### src/rtl/fwd_sel_gen_pkg.sv
// Shared forwarding definitions: operand mux select encodings and the priority pick.
// Included by fwd_sel_gen and by the datapath that drives the operand mux4.
package fwd_sel_gen_pkg;

  localparam int unsigned FWD_SEL_W = 2;

  localparam logic [FWD_SEL_W-1:0] FWD_SEL_RF  = 2'd0;
  localparam logic [FWD_SEL_W-1:0] FWD_SEL_EX  = 2'd1;
  localparam logic [FWD_SEL_W-1:0] FWD_SEL_MEM = 2'd2;
  localparam logic [FWD_SEL_W-1:0] FWD_SEL_WB  = 2'd3;

  // Youngest producer wins: EX > MEM > WB > register file.
  function automatic logic [FWD_SEL_W-1:0] fwd_pick(input logic hit_ex,
                                                    input logic hit_mem,
                                                    input logic hit_wb);
    logic [FWD_SEL_W-1:0] sel;
    sel = FWD_SEL_RF;
    if (hit_ex)       sel = FWD_SEL_EX;
    else if (hit_mem) sel = FWD_SEL_MEM;
    else if (hit_wb)  sel = FWD_SEL_WB;
    return sel;
  endfunction

endpackage

### src/rtl/fwd_tag_stage.sv
// One in-flight destination tag {vld, rd, is_load} with synchronous reset,
// hold (pipeline freeze) and load.
module fwd_tag_stage #(
  parameter int unsigned REG_AW = 5
) (
  input  logic              clk,
  input  logic              rst,
  input  logic              hold,
  input  logic              d_vld,
  input  logic [REG_AW-1:0] d_rd,
  input  logic              d_is_load,
  output logic              q_vld,
  output logic [REG_AW-1:0] q_rd,
  output logic              q_is_load
);

  always_ff @(posedge clk) begin
    if (rst) begin
      q_vld     <= 1'b0;
      q_rd      <= '0;
      q_is_load <= 1'b0;
    end else if (!hold) begin
      q_vld     <= d_vld;
      q_rd      <= d_rd;
      q_is_load <= d_is_load;
    end
  end

endmodule

### src/rtl/fwd_sel_gen.sv
// Operand-forwarding controller: tracks EX/MEM/WB destination tags, drives the
// per-operand mux select and the load-use stall. Macro FWD_WB_BYPASS_EN enables WB matching.
module fwd_sel_gen
  import fwd_sel_gen_pkg::*;
#(
  parameter int unsigned REG_AW = 5
) (
  input  logic              clk,
  input  logic              rst,
  input  logic              id_valid,
  input  logic [REG_AW-1:0] id_rs_a,
  input  logic              id_rs_a_used,
  input  logic [REG_AW-1:0] id_rs_b,
  input  logic              id_rs_b_used,
  input  logic              id_wr,
  input  logic [REG_AW-1:0] id_rd,
  input  logic              id_is_load,
  input  logic              stall_ext,
  input  logic              flush,
  output logic [1:0]        fwd_sel_a,
  output logic [1:0]        fwd_sel_b,
  output logic              hazard_stall
);

  logic              ex_vld,  mem_vld,  wb_vld;
  logic [REG_AW-1:0] ex_rd,   mem_rd,   wb_rd;
  logic              ex_is_load, mem_is_load, wb_is_load;
  logic              ins_vld;

  fwd_tag_stage #(.REG_AW(REG_AW)) u_ex (
    .clk(clk), .rst(rst), .hold(stall_ext),
    .d_vld(ins_vld), .d_rd(id_rd), .d_is_load(id_is_load),
    .q_vld(ex_vld), .q_rd(ex_rd), .q_is_load(ex_is_load)
  );

  fwd_tag_stage #(.REG_AW(REG_AW)) u_mem (
    .clk(clk), .rst(rst), .hold(stall_ext),
    .d_vld(ex_vld), .d_rd(ex_rd), .d_is_load(ex_is_load),
    .q_vld(mem_vld), .q_rd(mem_rd), .q_is_load(mem_is_load)
  );

  fwd_tag_stage #(.REG_AW(REG_AW)) u_wb (
    .clk(clk), .rst(rst), .hold(stall_ext),
    .d_vld(mem_vld), .d_rd(mem_rd), .d_is_load(mem_is_load),
    .q_vld(wb_vld), .q_rd(wb_rd), .q_is_load(wb_is_load)
  );

  logic hit_ex_a, hit_mem_a, hit_wb_a;
  logic hit_ex_b, hit_mem_b, hit_wb_b;
  logic rd_a, rd_b;

  assign rd_a = id_valid & id_rs_a_used;
  assign rd_b = id_valid & id_rs_b_used;

  assign hit_ex_a  = rd_a & ex_vld  & (ex_rd  == id_rs_a);
  assign hit_mem_a = rd_a & mem_vld & (mem_rd == id_rs_a);
  assign hit_ex_b  = rd_b & ex_vld  & (ex_rd  == id_rs_b);
  assign hit_mem_b = rd_b & mem_vld & (mem_rd == id_rs_b);

`ifdef FWD_WB_BYPASS_EN
  assign hit_wb_a = rd_a & wb_vld & (wb_rd == id_rs_a);
  assign hit_wb_b = rd_b & wb_vld & (wb_rd == id_rs_b);
`else
  // Write-through register file already returns WB data, so WB never forwards.
  assign hit_wb_a = 1'b0;
  assign hit_wb_b = 1'b0;
`endif

  assign fwd_sel_a = fwd_pick(hit_ex_a, hit_mem_a, hit_wb_a);
  assign fwd_sel_b = fwd_pick(hit_ex_b, hit_mem_b, hit_wb_b);

  // Load data only exists at end of MEM, so a consumer right behind a load must wait.
  assign hazard_stall = id_valid & ~flush & ex_is_load & (hit_ex_a | hit_ex_b);

  assign ins_vld = id_valid & id_wr & ~flush & ~hazard_stall;

  // WB is the last stage; its load flag (and, without WB bypass, the whole tag) has no consumer.
  logic unused_wb;
  assign unused_wb = ^{wb_is_load, wb_vld, wb_rd};

endmodule

### config.mk
export PLATFORM = sky130hd
export DESIGN_NAME = fwd_sel_gen
export DESIGN_NICKNAME = d
export VERILOG_FILES = /design/src/rtl/fwd_sel_gen_pkg.sv /design/src/rtl/fwd_tag_stage.sv /design/src/rtl/fwd_sel_gen.sv
export SDC_FILE = /design/constraint.sdc
export NUM_CORES = 1
export LEC_CHECK = 0
export ABC_AREA = 1
export BUFFER_PORTS_ARGS = -buffer_cell sky130_fd_sc_hd__buf_2
export CAP_MARGIN = 20
export CORE_MARGIN = 1
export CORE_UTILIZATION = 45
export CTS_CLUSTER_DIAMETER = 60
export CTS_CLUSTER_SIZE = 28
export DETAILED_ROUTE_END_ITERATION = 10
export PLACE_DENSITY = 0.81
export SYNTH_ARGS = -nofsm -noshare
export SYNTH_HDL_FRONTEND = slang
export SYNTH_SLANG_ARGS = --single-unit
### constraint.sdc
create_clock -name clk -period 1.2 [get_ports clk]
set_input_delay 0.06 -clock clk [delete_from_list [all_inputs] [get_ports clk]]
set_output_delay 0.06 -clock clk [all_outputs]
set_load 0.02 [all_outputs]
==> results.md <==
- Outcome: finished with violations
- Failing checks: negative setup slack
- Mapped Cells: 145
- Top Metal Used: met4
- Slew Limit Fails: 0
- Final setup margin: -0.2562 ns
- Fin Setup TNS: -1.062 ns
- Cell taking the most area after synthesis: dfxtp_1
- Total gr overflow: 0
- Mapped Area: 894.6 sq um
- Fraction of layout cells with a size suffix above 1: ~44%
- Critical Path RT: 1.14 ns
- Post-synth EDFFs: 0
- Min Tclk post-route: 1.456 ns
- Fraction of registers with async set/reset: 0%
- CTS Buf Count: 3
- Final cell count without fillers: approximately 210
- Placed cells: roughly 200
- Critical path capture point type: output port
- Clock latency on the worst-skew pair: between 0.2 and 0.3 ns
- Largest net degree at the start of global routing: 21
- DIE WIDTH: roughly 47 um
- Unrepaired setup endpoints after global routing: true
- Max-cap violations: 0
- First-pass GRT wire length: about 3800 um
- Hold/Removal Path Class: in -> reg
- Cts hold-fix bufs: 0
- Netlist cell types: 21
- LEAKAGE: between 0.6 and 0.7 nW
- Synth warn: 0
- Port-buffer cells: 28
- Count leader, synth: nand2_1
- I/O pin count: 29
- Router iterations before antenna repair: 4
- Area of the core: between 1500 and 2000 sq um
- Yosys reg bits: 13
- Top_reg_cell synth: dfxtp_1
- Share of the synthesized area in the top cell type: between 20 and 30%
- # DRC: 0
- Worst slew pin tran: 0.2535 ns
- Clock buffer depth: 2
- Drt via density: a little over 5
- Via Count: 1,062
- Synth top area cells: dfxtp_1, nand2_1, a211oi_1, nor2_1, inv_1
- Met3 WL post-DR: roughly 130 um
- Syn Area/Cell: 6.170 sq um
- Max H-tree Level: 1
- Maximum fanout along the worst path: 3
- Clk sinks: 13
- Detailed-route wire length per cell: about 12 um
- Worst vdd ir: between 0.0005 and 0.0006 V
- FMAX: just under 700 MHz
- Reg clk slew, reported paths: 0.09 ns
- Final Cycle Share: 121.3%
- DRT met1 WL: roughly 1000 um
- Fin nets: slightly above 200
- Seq/Total Area, Yosys: roughly 29%
- Critical R2R Launch: u_ex.q_rd[4]$_SDFFE_PP0N_
- Worst Skew: approximately 0.0057 ns
- Number of global-route vias before repair: 964
- HPWL Detailed: between 1500 and 2000 um
- Antenna diodes: 0
- Area after DPL: 1067 sq um
- Drt total wl: between 2000 and 2500 um
- Critical path class: reg -> out
- Die height: ~47 um
- Pwr Density: around 870 nW/um^2
- Most frequent cells after synthesis: nand2_1, nor2_1, inv_1
- Start point of the worst hold path: id_rd[0]
- Final total power: between 1 and 1.5 mW
- Max-slew headroom: between 80% and 90%
- Die area: ~2200 sq um
- Endpoints failing setup: 5
- Multi-input logic area: 556.8 sq um
- DP Worst Slack: between 0.03 and 0.04 ns
- Layout area overhead: 36.08%
- Mapped Nets: approximately 170
- CP arrival: between 1 and 1.5 ns
- Placer Congestion: approximately 0.85
- Site Rows: 15
- Register area: around 280 sq um
- Met2 routed WL: around 1300 um
- CTS tree: yes
- Crit path launch: u_ex.q_rd[4]$_SDFFE_PP0N_
- Post-route ant nets: 0
- Clock root cell: clkbuf_4
- Fin. Hold Viols: 0
- CP Launch Type: flip-flop
- Initial core utilization: 49.65%
- Overall routing resource usage: approximately a quarter
- Iteration-0 DRC Markers: 18
- FILL cells: 170
- Cell area after layout: about 1200 sq um
- Initial antenna violation count: 0
## metal layers
layer  global-route usage (%)  vias to the layer above
li1                         -                      530
met1                    28.67                      486
met2                    43.33                       38
met3                    4.706                        8
met4                    12.94                        0
met5                        0                        -
## worst max-delay path: stages, from the launching register on
cell and delay, ns:
dfxtp_2 0.36, inv_2 0.06, nand2_2 0.07, nand4_1 0.13, nor4_4 0.26, nor2_1 0.07, buf_4 0.16
## cell families (layout without fill, tap and decap cells)
logic type	after synthesis	in the layout	share of synthesized area (%)
AO/OA/AOI/OAI	18	18	13.99
AND/OR/NAND/NOR	81	81	40.28
flip-flops	13	13	29.09
buffers and inverters	30	66	13.71
XOR/XNOR	3	3	2.938
## where the power goes
| part | leakage, nW | total [mW] | switching, mW | internal, mW |
|---|---|---|---|---|
| combinational | 0.485 | 0.274 | 0.155 | 0.119 |
| clock | 0.0150 | 0.297 | 0.167 | 0.130 |
| sequential | 0.112 | 0.489 | 0.0278 | 0.461 |
## final timing paths
| check | end | slack, ns | depth (start not counted) |
|---|---|---|---|
| worst max-delay path | fwd_sel_a[1] | -0.26 | 6 |
| worst min register to register | u_ex.q_is_load$_SDFFE_PP0N_ | 0.47 | 2 |
| worst max register to register | u_ex.q_vld$_SDFFE_PP0N_ | 0.05 | 9 |
| worst min-delay path | u_ex.q_rd[0]$_SDFFE_PP0N_ | 0.02 | 3 |
## sequential cells by signal, indices dropped and copies added (netlist names)
signal,cells
u_ex.q_is_load,1
u_ex.q_rd,5
u_ex.q_vld,1
u_mem.q_rd,5
u_mem.q_vld,1
## cell usage in the layout (no fill, tap or decap), drive strengths merged
| master | netlist | routed |
|---|---|---|
| buf | 4 | 37 |
| xor2 | 3 | 3 |
| o21ai | 2 | 2 |
| a221oi | 2 | 2 |
| inv | 25 | 25 |
| a211oi | 11 | 11 |
| nor2 | 21 | 21 |
| dfxtp | 13 | 13 |
| nor3 | 1 | 1 |
| nand2 | 47 | 47 |
| nand4 | 4 | 4 |
| or2 | 1 | 1 |
| clkbuf | 1 | 4 |
| a21oi | 3 | 3 |
| nor4 | 1 | 1 |
| nand3 | 6 | 6 |
## layout make-up
cell class,count,share of cell area (%)
clock buffers,4,2.158
multi-input cells,102,45.73
inverters,25,7.914
flip-flops and latches,13,22.92
repair buffers,37,18.70
well taps,25,2.569
## repair_timing
action | CTS | global route
resized for setup | 25 | 10
buffers inserted | 3 | 2
setup endpoints to repair | 5 | 6
cloned | 0 | 0
pin swaps | 5 | 7
## per-stage QoR
step | util (%) | hold WS, ns
detailed placement | 59.24 | 0.3354
floorplan | - | 0.1385
global route | 67.57 | 0.03126
global placement | 59.24 | 0.3263
finish | 67.57 | 0.02336
CTS | 65.00 | 0.01669
No activity file was read; power rests on OpenSTA's default activity.
